### config.mk
export PLATFORM = sky130hd
export DESIGN_NAME = game_flow_ctrl
export DESIGN_NICKNAME = d
export VERILOG_FILES = /design/src/rtl/game_flow_ctrl.sv
export SDC_FILE = /design/constraint.sdc
export NUM_CORES = 1
export LEC_CHECK = 0
export BUFFER_PORTS_ARGS = -buffer_cell sky130_fd_sc_hd__buf_2
export CAP_MARGIN = 20
export CORE_MARGIN = 1
export CORE_UTILIZATION = 50
export CTS_BUF_LIST = sky130_fd_sc_hd__clkbuf_16
export DETAILED_ROUTE_END_ITERATION = 6
export PLACE_DENSITY = 0.73
export SKIP_LAST_GASP = 1
export SLEW_MARGIN = 25
export SYNTH_ARGS = -nofsm -noshare
export SYNTH_HDL_FRONTEND = slang
export SYNTH_SLANG_ARGS = --single-unit
### constraint.sdc
create_clock -name CLOCK_50 -period 2.25 [get_ports CLOCK_50]
set_input_delay 0 -clock CLOCK_50 [delete_from_list [all_inputs] [get_ports CLOCK_50]]
set_output_delay 0 -clock CLOCK_50 [all_outputs]
set_load 0.02 [all_outputs]
### src/rtl/game_flow_ctrl.sv
// Game flow controller: play state, lives, levels, pill count,
// ghost collisions and frightened-mode timing.
module game_flow_ctrl #(
    parameter int N_GHOSTS      = 2,
    parameter int X_W           = 6,
    parameter int Y_W           = 5,
    parameter int START_LIVES   = 3,
    parameter int TOTAL_PILLS   = 300,
    parameter int PILL_W        = 9,
    parameter int RESUME_CYCLES = 250000000,
    parameter int FRIGHT_CYCLES = 350000000
) (
    input  logic                    CLOCK_50,
    input  logic                    reset,
    input  logic                    start,
    input  logic                    pause,
    input  logic [X_W-1:0]          pac_x,
    input  logic [Y_W-1:0]          pac_y,
    input  logic [N_GHOSTS*X_W-1:0] ghost_x,
    input  logic [N_GHOSTS*Y_W-1:0] ghost_y,
    input  logic                    pill_eaten,
    input  logic                    power_eaten,
    output logic [2:0]              state,
    output logic [2:0]              lives,
    output logic [3:0]              level,
    output logic [PILL_W-1:0]       pills_left,
    output logic                    sprite_reset,
    output logic                    map_wr_reset,
    output logic                    disp_reset,
    output logic                    ghost_enable,
    output logic                    frightened,
    output logic [N_GHOSTS-1:0]     ghost_eaten,
    output logic                    death,
    output logic                    level_clear
);

    typedef enum logic [2:0] {
        S_INIT   = 3'd0,
        S_GAME   = 3'd1,
        S_PAUSE  = 3'd2,
        S_RESUME = 3'd3,
        S_CLEAR  = 3'd4,
        S_OVER   = 3'd5
    } state_t;

    localparam int DW = (RESUME_CYCLES > 1) ? $clog2(RESUME_CYCLES) : 1;
    localparam int FW = $clog2(FRIGHT_CYCLES + 1);
    localparam logic [DW-1:0]     DWELL_LAST  = DW'(RESUME_CYCLES - 1);
    localparam logic [FW-1:0]     FRIGHT_LOAD = FW'(FRIGHT_CYCLES);
    localparam logic [PILL_W-1:0] PILL_LOAD   = PILL_W'(TOTAL_PILLS);
    localparam logic [2:0]        LIVES_LOAD  = 3'(START_LIVES);

    state_t              state_q, state_d;
    logic [2:0]          lives_q, lives_d;
    logic [3:0]          level_q, level_d;
    logic [PILL_W-1:0]   pills_q, pills_d;
    logic                fright_q, fright_d;
    logic [FW-1:0]       fcnt_q, fcnt_d;
    logic [DW-1:0]       dcnt_q, dcnt_d;
    logic [N_GHOSTS-1:0] geat_q, geat_d;
    logic                death_q, death_d;
    logic                clear_q, clear_d;

    logic [N_GHOSTS-1:0] hit;
    logic                pill_ev;
    logic                lethal;
    logic                last_pill;
    logic                do_clear;
    logic                do_pause;
    logic [3:0]          level_inc;

    genvar g;
    generate
        for (g = 0; g < N_GHOSTS; g++) begin : g_hit
            assign hit[g] = (ghost_x[g*X_W +: X_W] == pac_x)
                         && (ghost_y[g*Y_W +: Y_W] == pac_y);
        end
    endgenerate

    // Mutually exclusive GAME exits: death beats clear beats pause.
    assign pill_ev   = pill_eaten | power_eaten;
    assign lethal    = (|hit) & ~fright_q;
    assign last_pill = pill_ev & (pills_q == PILL_W'(1));
    assign do_clear  = last_pill & ~lethal;
    assign do_pause  = pause & ~lethal & ~last_pill;
    assign level_inc = (level_q == 4'd15) ? level_q : level_q + 4'd1;

    always_ff @(posedge CLOCK_50) begin
        if (!reset) begin
            state_q  <= S_INIT;
            lives_q  <= LIVES_LOAD;
            level_q  <= 4'd1;
            pills_q  <= PILL_LOAD;
            fright_q <= 1'b0;
            fcnt_q   <= '0;
            dcnt_q   <= '0;
            geat_q   <= '0;
            death_q  <= 1'b0;
            clear_q  <= 1'b0;
        end else begin
            state_q  <= state_d;
            lives_q  <= lives_d;
            level_q  <= level_d;
            pills_q  <= pills_d;
            fright_q <= fright_d;
            fcnt_q   <= fcnt_d;
            dcnt_q   <= dcnt_d;
            geat_q   <= geat_d;
            death_q  <= death_d;
            clear_q  <= clear_d;
        end
    end

    always_comb begin
        state_d  = state_q;
        lives_d  = lives_q;
        level_d  = level_q;
        pills_d  = pills_q;
        fright_d = fright_q;
        fcnt_d   = fcnt_q;
        dcnt_d   = dcnt_q;
        geat_d   = '0;
        death_d  = 1'b0;
        clear_d  = 1'b0;
        unique case (state_q)
            S_INIT: begin
                if (start) state_d = S_GAME;
            end
            S_GAME: begin
                if (pill_ev && pills_q != '0) pills_d = pills_q - 1'b1;
                if (power_eaten) begin
                    fright_d = 1'b1;
                    fcnt_d   = FRIGHT_LOAD;
                end else if (fright_q) begin
                    fcnt_d = fcnt_q - 1'b1;
                    if (fcnt_q == FW'(1)) fright_d = 1'b0;
                end
                if (fright_q) geat_d = hit;
                unique case (1'b1)
                    lethal: begin
                        death_d  = 1'b1;
                        fright_d = 1'b0;
                        fcnt_d   = '0;
                        if (lives_q != '0) lives_d = lives_q - 3'd1;
                        state_d  = (lives_q <= 3'd1) ? S_OVER : S_RESUME;
                    end
                    do_clear: begin
                        clear_d  = 1'b1;
                        level_d  = level_inc;
                        fright_d = 1'b0;
                        fcnt_d   = '0;
                        state_d  = S_CLEAR;
                    end
                    do_pause: state_d = S_PAUSE;
                    default: ;
                endcase
            end
            S_PAUSE: begin
                if (!pause) state_d = S_GAME;
            end
            S_RESUME: begin
                if (dcnt_q == DWELL_LAST) begin
                    dcnt_d = '0;
                    if (pills_q == '0) begin
                        clear_d = 1'b1;
                        level_d = level_inc;
                        state_d = S_CLEAR;
                    end else begin
                        state_d = S_GAME;
                    end
                end else begin
                    dcnt_d = dcnt_q + 1'b1;
                end
            end
            S_CLEAR: begin
                if (dcnt_q == DWELL_LAST) begin
                    dcnt_d  = '0;
                    pills_d = PILL_LOAD;
                    state_d = S_GAME;
                end else begin
                    dcnt_d = dcnt_q + 1'b1;
                end
            end
            S_OVER: ;
            default: state_d = S_INIT;
        endcase
    end

    always_comb begin
        sprite_reset = 1'b0;
        map_wr_reset = 1'b0;
        disp_reset   = 1'b0;
        ghost_enable = 1'b0;
        unique case (state_q)
            S_INIT: begin
                sprite_reset = 1'b1;
                map_wr_reset = 1'b1;
                disp_reset   = 1'b1;
            end
            S_GAME:   ghost_enable = 1'b1;
            S_RESUME: sprite_reset = 1'b1;
            S_CLEAR: begin
                sprite_reset = 1'b1;
                map_wr_reset = 1'b1;
            end
            S_OVER:   map_wr_reset = 1'b1;
            default: ;
        endcase
    end

    assign state       = state_q;
    assign lives       = lives_q;
    assign level       = level_q;
    assign pills_left  = pills_q;
    assign frightened  = fright_q;
    assign ghost_eaten = geat_q;
    assign death       = death_q;
    assign level_clear = clear_q;

endmodule

==> results of run 1 <==
==> report_power, final <==
group / total, W / internal (W) / switching (W)
logic: 0.00116 / 0.000462 / 0.000695
registers: 0.00163 / 0.00153 / 0.000108
clock network: 0.00150 / 0.000870 / 0.000629
total: 0.00429 / 0.00286 / 0.00143
==> layout make-up <==
cell class	instances	area share, %
Multi-Input combinational cell	444	50.6
Sequential cell	81	28.9
Timing Repair Buffer	103	11.3
Clock buffer	9	4.01
Tap cell	108	2.41
Inverter	21	1.40
Clock inverter	7	1.38
==> kinds of logic after synthesis <==
kind of cell    Yosys count  share of synthesized area [%]
compound gates          116                           16.7
flops                    81                           34.9
simple gates            262                           30.5
fa+ha+maj                10                           2.69
buf+inv                  43                           4.55
xor+xnor                 54                           10.2
mux                       2                          0.458
==> flip-flops by register name, indices dropped and copies added (netlist names) <==
signal       count
dcnt_q          28
death            1
fcnt_q          29
frightened       1
ghost_eaten      2
level            4
level_clear      1
lives            3
pills_left       9
state            3
==> how the worst max path moves through the flow <==
stage / startpoint / endpoint / slack (ns) / depth (start not counted)
after detailed placement: pills_left[4] / fcnt_q[15] / -0.04 / 6
after floorplan: pills_left[1] / fcnt_q[18] / 0.04 / 10
after CTS: dcnt_q[10] / pills_left[6] / 0.01 / 6
final: dcnt_q[10] / pills_left[6] / 0.06 / 6
after global routing: dcnt_q[5] / dcnt_q[22] / -0.01 / 7
after global placement: pills_left[4] / fcnt_q[15] / 0.05 / 6
==> timing repair <==
item / in CTS / in global routing
pin swaps: 0 / 1
endpoints found under the setup margin: 15 / 10
buffers inserted: 0 / 0
gates resized for setup: 3 / 4
==> stage by stage <==
| step | hold WS, ns | cell area, sq um | setup WS [ns] | setup TNS (ns) |
|---|---|---|---|---|
| after global routing | 0.0470 | 5610 | -0.0105 | -0.0324 |
| after CTS | 0.0216 | 5590 | 0.0114 | 0 |
| after floorplan | 0.262 | 4640 | 0.0445 | 0 |
| final | 0.0258 | 5610 | 0.0643 | 0 |
| after global placement | 0.358 | 5280 | 0.0508 | 0 |
| after detailed placement | 0.366 | 5280 | -0.0377 | -0.122 |
==> cells in the final DEF (no fill, tap or decap), drive strengths merged, types with 2 or more instances in the layout <==
| master | netlist | layout |
|---|---|---|
| a21o | 7 | 7 |
| o211ai | 7 | 7 |
| nand3b | 3 | 3 |
| nand2 | 37 | 37 |
| buf | 13 | 103 |
| dfxtp | 81 | 81 |
| clkbuf | 9 | 9 |
| or2 | 3 | 3 |
| nor2 | 72 | 72 |
| a21oi | 44 | 44 |
| a211o | 3 | 3 |
| or4 | 10 | 10 |
| inv | 21 | 23 |
| a311oi | 4 | 4 |
| nand3 | 33 | 33 |
| o21ai | 19 | 19 |
| and3 | 6 | 6 |
| nor3 | 33 | 33 |
| xnor2 | 34 | 34 |
| nand4b | 7 | 7 |
| o31ai | 8 | 8 |
| clkinv | 0 | 3 |
| o221a | 3 | 3 |
| a31oi | 3 | 3 |
| nand2b | 3 | 3 |
| nor4 | 17 | 17 |
| and2 | 2 | 2 |
| or4b | 2 | 2 |
| o2111ai | 4 | 4 |
| ha | 10 | 10 |
| a211oi | 3 | 3 |
| nand4 | 14 | 14 |
| xor2 | 20 | 20 |
| o41ai | 5 | 5 |
| nor3b | 2 | 2 |
| or3 | 14 | 14 |
==> worst reg2reg max path: cells and delay by family, from the launching register on <==
kind	cells	cell delay, ns
compound gates	2	0.27
simple gates	4	1.50
flops	1	0.34
==> per-layer routing <==
| layer | GRT usage (%) | up-vias | wire length [um] |
|---|---|---|---|
| met2 | 41.2 | 155 | 5520 |
| li1 | - | 2256 | - |
| met4 | 6.31 | 0 | 109 |
| met5 | 0 | - | 0 |
| met1 | 32.7 | 2132 | 5320 |
| met3 | 4.01 | 13 | 644 |
==> metrics, run 1 <==
EDFF count, synth 0; cts bufs inserted 9; fraction of final layout cells sized beyond drive strength 1 21.8%; top cell family by delay on the critical path simple AND/OR/NAND/NOR gates; Cell Rows 34; Netlist cell types 63; vias in the first global route 4,288; Non-Filler Instances 773; status finished clean; Buf/Inv on CP 0; most common cell in the netlist dfxtp_1; initial antenna violation count 0; critical path capture point type flop; Hold-fix buffers, CTS 0; Clock Latency Late Sink 0.33 ns; H-tree depth 3; remaining antenna violation count 0; drt first pass iters 7; post-synth top area share 34.9%; WHS Endpoint dcnt_q[6]; Hold Startpoint reset; Final min period 2.19 ns; die height 98.4 um; Least-Margin Pin Slew 0.530 ns; Critical Path RT 2.51 ns; final routed wire length divided by cell count 15.0 um; Syn Area/Cell 8.17 sq um; max_slew headroom 64.7%; synthesized cell area 4640 sq um; most common flop cell mapped by yosys dfxtp_1; aggregate global routing overflow 0; Post-DP HPWL 8.28 mm; FF+latch count, synth 81; Critical Path Start Type flop; input/output buffers 66; DRC viols 0; Syn. warnings 0; core footprint 8850 sq um; DR vias/cell 5.89; synth top area cells dfxtp_1 35%, xnor2_1 6.4%, nor2_1 5.7%; f_max 458 MHz; CP Data Arrival Time 2.45 ns; slowest stage delay, CP 0.56 ns; Crit-path slowest cell or4b_4; worst reg2reg path endpoint pills_left[6]; nets@finish 709; io pins 67; Placer Congestion 0.817; Post-synth top cells 81 x dfxtp_1, 71 x nor2_1, 44 x a21oi_1; Routed WL 11.6 mm; crit-path max FO 4; maxcap violations 0; Async SR Flop Fraction 0%; final number of setup-violating endpoints 0; clk buf depth 2; largest net degree at the start of global routing 38; RSZ-0062 raised after global routing yes; via count 4,556; Hold WC Path Type input port to flop; Area Overhead vs Synth 20.9%; Multi-input gate area 2840 sq um; filler instances 771; fin crit share 97.1%; Die Area 9680 sq um; worst ir drop on vdd 0.369 mV; Root Buffer clkbuf_16; clock tree sinks 81; overall routing resource usage 24.5%; Final Skew 0.00507 ns; Final Hold Vio Count 0; PwrDens 764 nW/um^2; critical path type flop to flop; total power 0.00429 W; Placed Cells 757; worst r2r path cells 6; Clock transition at path regs 0.06 ns; first-pass GRT wire length 19.6 mm; syn nets 617; initial core utilization 52.5%; largest area contributor in the netlist dfxtp_1; Die X 98.4 um; Leak 2.13 nW; CTS tree built; initial drt markers 297; worst hold stages 3; Final Util 63.4%; flop2flop setup slack 0.06 ns; critical-path cell list or4b_4 -> nor4_4 -> and4_4 -> o211ai_4 -> or4_1 -> a21oi_1; Synth Instances 568; sequential-to-total area share from yosys stat 34.9%; Reg area 1620 sq um; worst r2r src dcnt_q[10]; fin. max-slew vios 0; diode count 0
Power figures use the tool's default switching activity.
==> inputs of run 2 (changes only) <==
--- a/config.mk
+++ b/config.mk
@@ -6,12 +6,14 @@
 export NUM_CORES = 1
 export LEC_CHECK = 0
 export BUFFER_PORTS_ARGS = -buffer_cell sky130_fd_sc_hd__buf_2
-export CAP_MARGIN = 20
+export CELL_PAD_IN_SITES_DETAIL_PLACEMENT = 1
+export CELL_PAD_IN_SITES_GLOBAL_PLACEMENT = 2
 export CORE_MARGIN = 1
-export CORE_UTILIZATION = 50
+export CORE_UTILIZATION = 31
 export CTS_BUF_LIST = sky130_fd_sc_hd__clkbuf_16
 export DETAILED_ROUTE_END_ITERATION = 6
-export PLACE_DENSITY = 0.73
+export GPL_TIMING_DRIVEN = 0
+export PLACE_DENSITY = 0.76
 export SKIP_LAST_GASP = 1
 export SLEW_MARGIN = 25
 export SYNTH_ARGS = -nofsm -noshare
==> metrics, run 2 (synthesis results as in run 1) <==
status finished clean; Final Hold Vio Count 0 (unchanged); first-pass GRT wire length 24.0 mm (+23%); most common cell after layout, fill and taps aside nor2_1; Critical Path Start Type flop; crit-path max FO 6 (+2); nets@finish 711 (+0.28%); cell area after placement 5200 sq um (-1.5%); critical path type flop to flop; Hold WC Path Type input port to flop; drt first pass iters 4 (-3); worst r2r src pills_left[1]; Leak 2.19 nW (+2.5%); Least-Margin Pin Slew 0.816 ns (+0.286 ns); Area Overhead vs Synth 27.9%; slowest stage delay, CP 0.36 ns (-0.20 ns); CP Data Arrival Time 2.46 ns (about the same); post-layout instance area 5940 sq um (+5.8%); Routed WL 14.8 mm (+27%); initial drt markers 213 (-28%); largest reg by FF count fcnt_q; Final min period 2.22 ns (+0.0304 ns); initial antenna violation count 0 (unchanged); CTS tree built; final worst slack 0.0338 ns (-0.0304 ns); Clock transition at path regs 0.06 ns (about the same); final routed wire length divided by cell count 17.3 um (+16%); Die Area 15,500 sq um (+60%); Critical Path RT 2.49 ns (-0.02 ns); PwrDens 720 nW/um^2 (-5.8%); critical-path cell list inv_4 -> ha_4 -> and4b_2 -> or3_4 -> o31ai_4 -> buf_6 -> buf_6 -> a21oi_2 -> o221a_1; f_max 451 MHz (-1.4%); critical path capture point type flop; via count 4,648 (+2.0%); commonest cells after routing, fill and taps aside 69 x nor2_1, 68 x dfxtp_1, 67 x buf_2; aggregate global routing overflow 0 (unchanged); setup TNS 0 ns (unchanged); Cell Rows 44 (+29%); hold slack 0.0519 ns (+0.0262 ns); cts bufs inserted 9 (unchanged); clk buf depth 2 (unchanged); largest net degree at the start of global routing 14 (-63%); max FFs per register 29 (unchanged); input/output buffers 64 (-3.0%); Final Util 40.7% (-23 points); remaining antenna violation count 0 (unchanged); diode count 0 (unchanged); max_slew headroom 45.6% (-19 points); Die X 124 um (+26%); H-tree depth 3 (unchanged); die height 124 um (+26%); Post-DP HPWL 10.5 mm (+27%); Hold Startpoint pause; RSZ-0062 raised after global routing yes; fin crit share 98.5% (+1.4 points); Root Buffer clkbuf_16; Clock Latency Late Sink 0.35 ns (+0.02 ns); Placer Congestion 0.807 (-1.2%); core footprint 14,600 sq um (+65%); maxcap violations 0 (unchanged); initial core utilization 31.8% (-21 points); Crit-path slowest cell dfxtp_4; Worst Setup SP pills_left[1]; worst ir drop on vdd 0.421 mV (+14%); Final Skew 0.00497 ns (-0.0000990 ns); most frequent CP cell buf_6; io pins 67 (unchanged); DP Worst Slack -0.537 ns (-0.500 ns); DRC viols 0 (unchanged); final number of setup-violating endpoints 0 (unchanged); fin. max-slew vios 0 (unchanged); vias in the first global route 4,688 (+9.3%); clock tree sinks 81 (unchanged); overall routing resource usage 19.3% (-5.2 points); fraction of final layout cells sized beyond drive strength 1 26.5% (+4.7 points); DR vias/cell 5.46 (-7.3%)
[run 2: cell types whose count changed in the layout (fill, tap and decap cells not counted), sizes merged]
cell	delta
clkbuf	+11
buf	-10
clkinv	+2
bufinv	-1
dlygate4sd3	+1
inv	-1
[run 2: path summary, 6_finish.rpt]
kind	to	slack [ns]	cells after the start
hold / removal	state[0]	0.05	4
setup reg to reg	fcnt_q[9]	0.03	9
setup / recovery	fcnt_q[9]	0.03	9
hold reg to reg	fcnt_q[27]	0.47	2
[run 2: layer usage]
metal / wire length [um] / vias up / share of wire [%] / track usage (%)
met5: 0 / - / 0 / 0
met4: 207 / 0 / 1.4 / 6.02
met3: 470 / 18 / 3.2 / 4.73
met2: 7320 / 70 / 50 / 33.7
met1: 6770 / 2292 / 46 / 23.1
li1: - / 2268 / - / -
[run 2: layout make-up]
type                    instances  area, sq um
flip-flops and latches         81         1650
fillers                      1720         8650
clock buffers                   9          225
inverters                      21         81.3
clock inverters                 7         38.8
well taps                     184          230
repair buffers                 84          504
multi-input cells             444         3060
plain buffers                  21          146
[run 2: critical path: cells and delay by family (launching register included)]
family / cells / cell delay [ns]
AND/OR/NAND/NOR: 2 / 0.62
AO/OA/AOI/OAI: 3 / 0.61
flip-flops: 1 / 0.36
buffers and inverters: 3 / 0.36
adder cells (fa/ha/maj): 1 / 0.14
[run 2: per-stage QoR]
step,cells,power (W)
2_1_floorplan,568,0.00240
3_3_place_gp,816,0.00273
3_5_place_dp,816,0.00277
4_1_cts,840,0.00423
5_1_grt,851,0.00451
6_report,851,0.00427
[run 2: report_power, final]
group          total (W)  switching [W]  internal (W)  leakage [nW]
clock network    0.00137       0.000630      0.000736         0.134
logic            0.00126       0.000797      0.000461          1.39
registers        0.00165       0.000125       0.00152         0.662
total            0.00427        0.00155       0.00272          2.19
[run 2: timing repair]
item / 4_1_cts / 5_1_grt
cloned: 1 / 0
hold buffers: 1 / 0
pin swaps: 8 / 14
setup endpoints to repair: 69 / 48
endpoints found under the hold margin: 9 / 0
buffers inserted: 7 / 11
resized for setup: 30 / 44
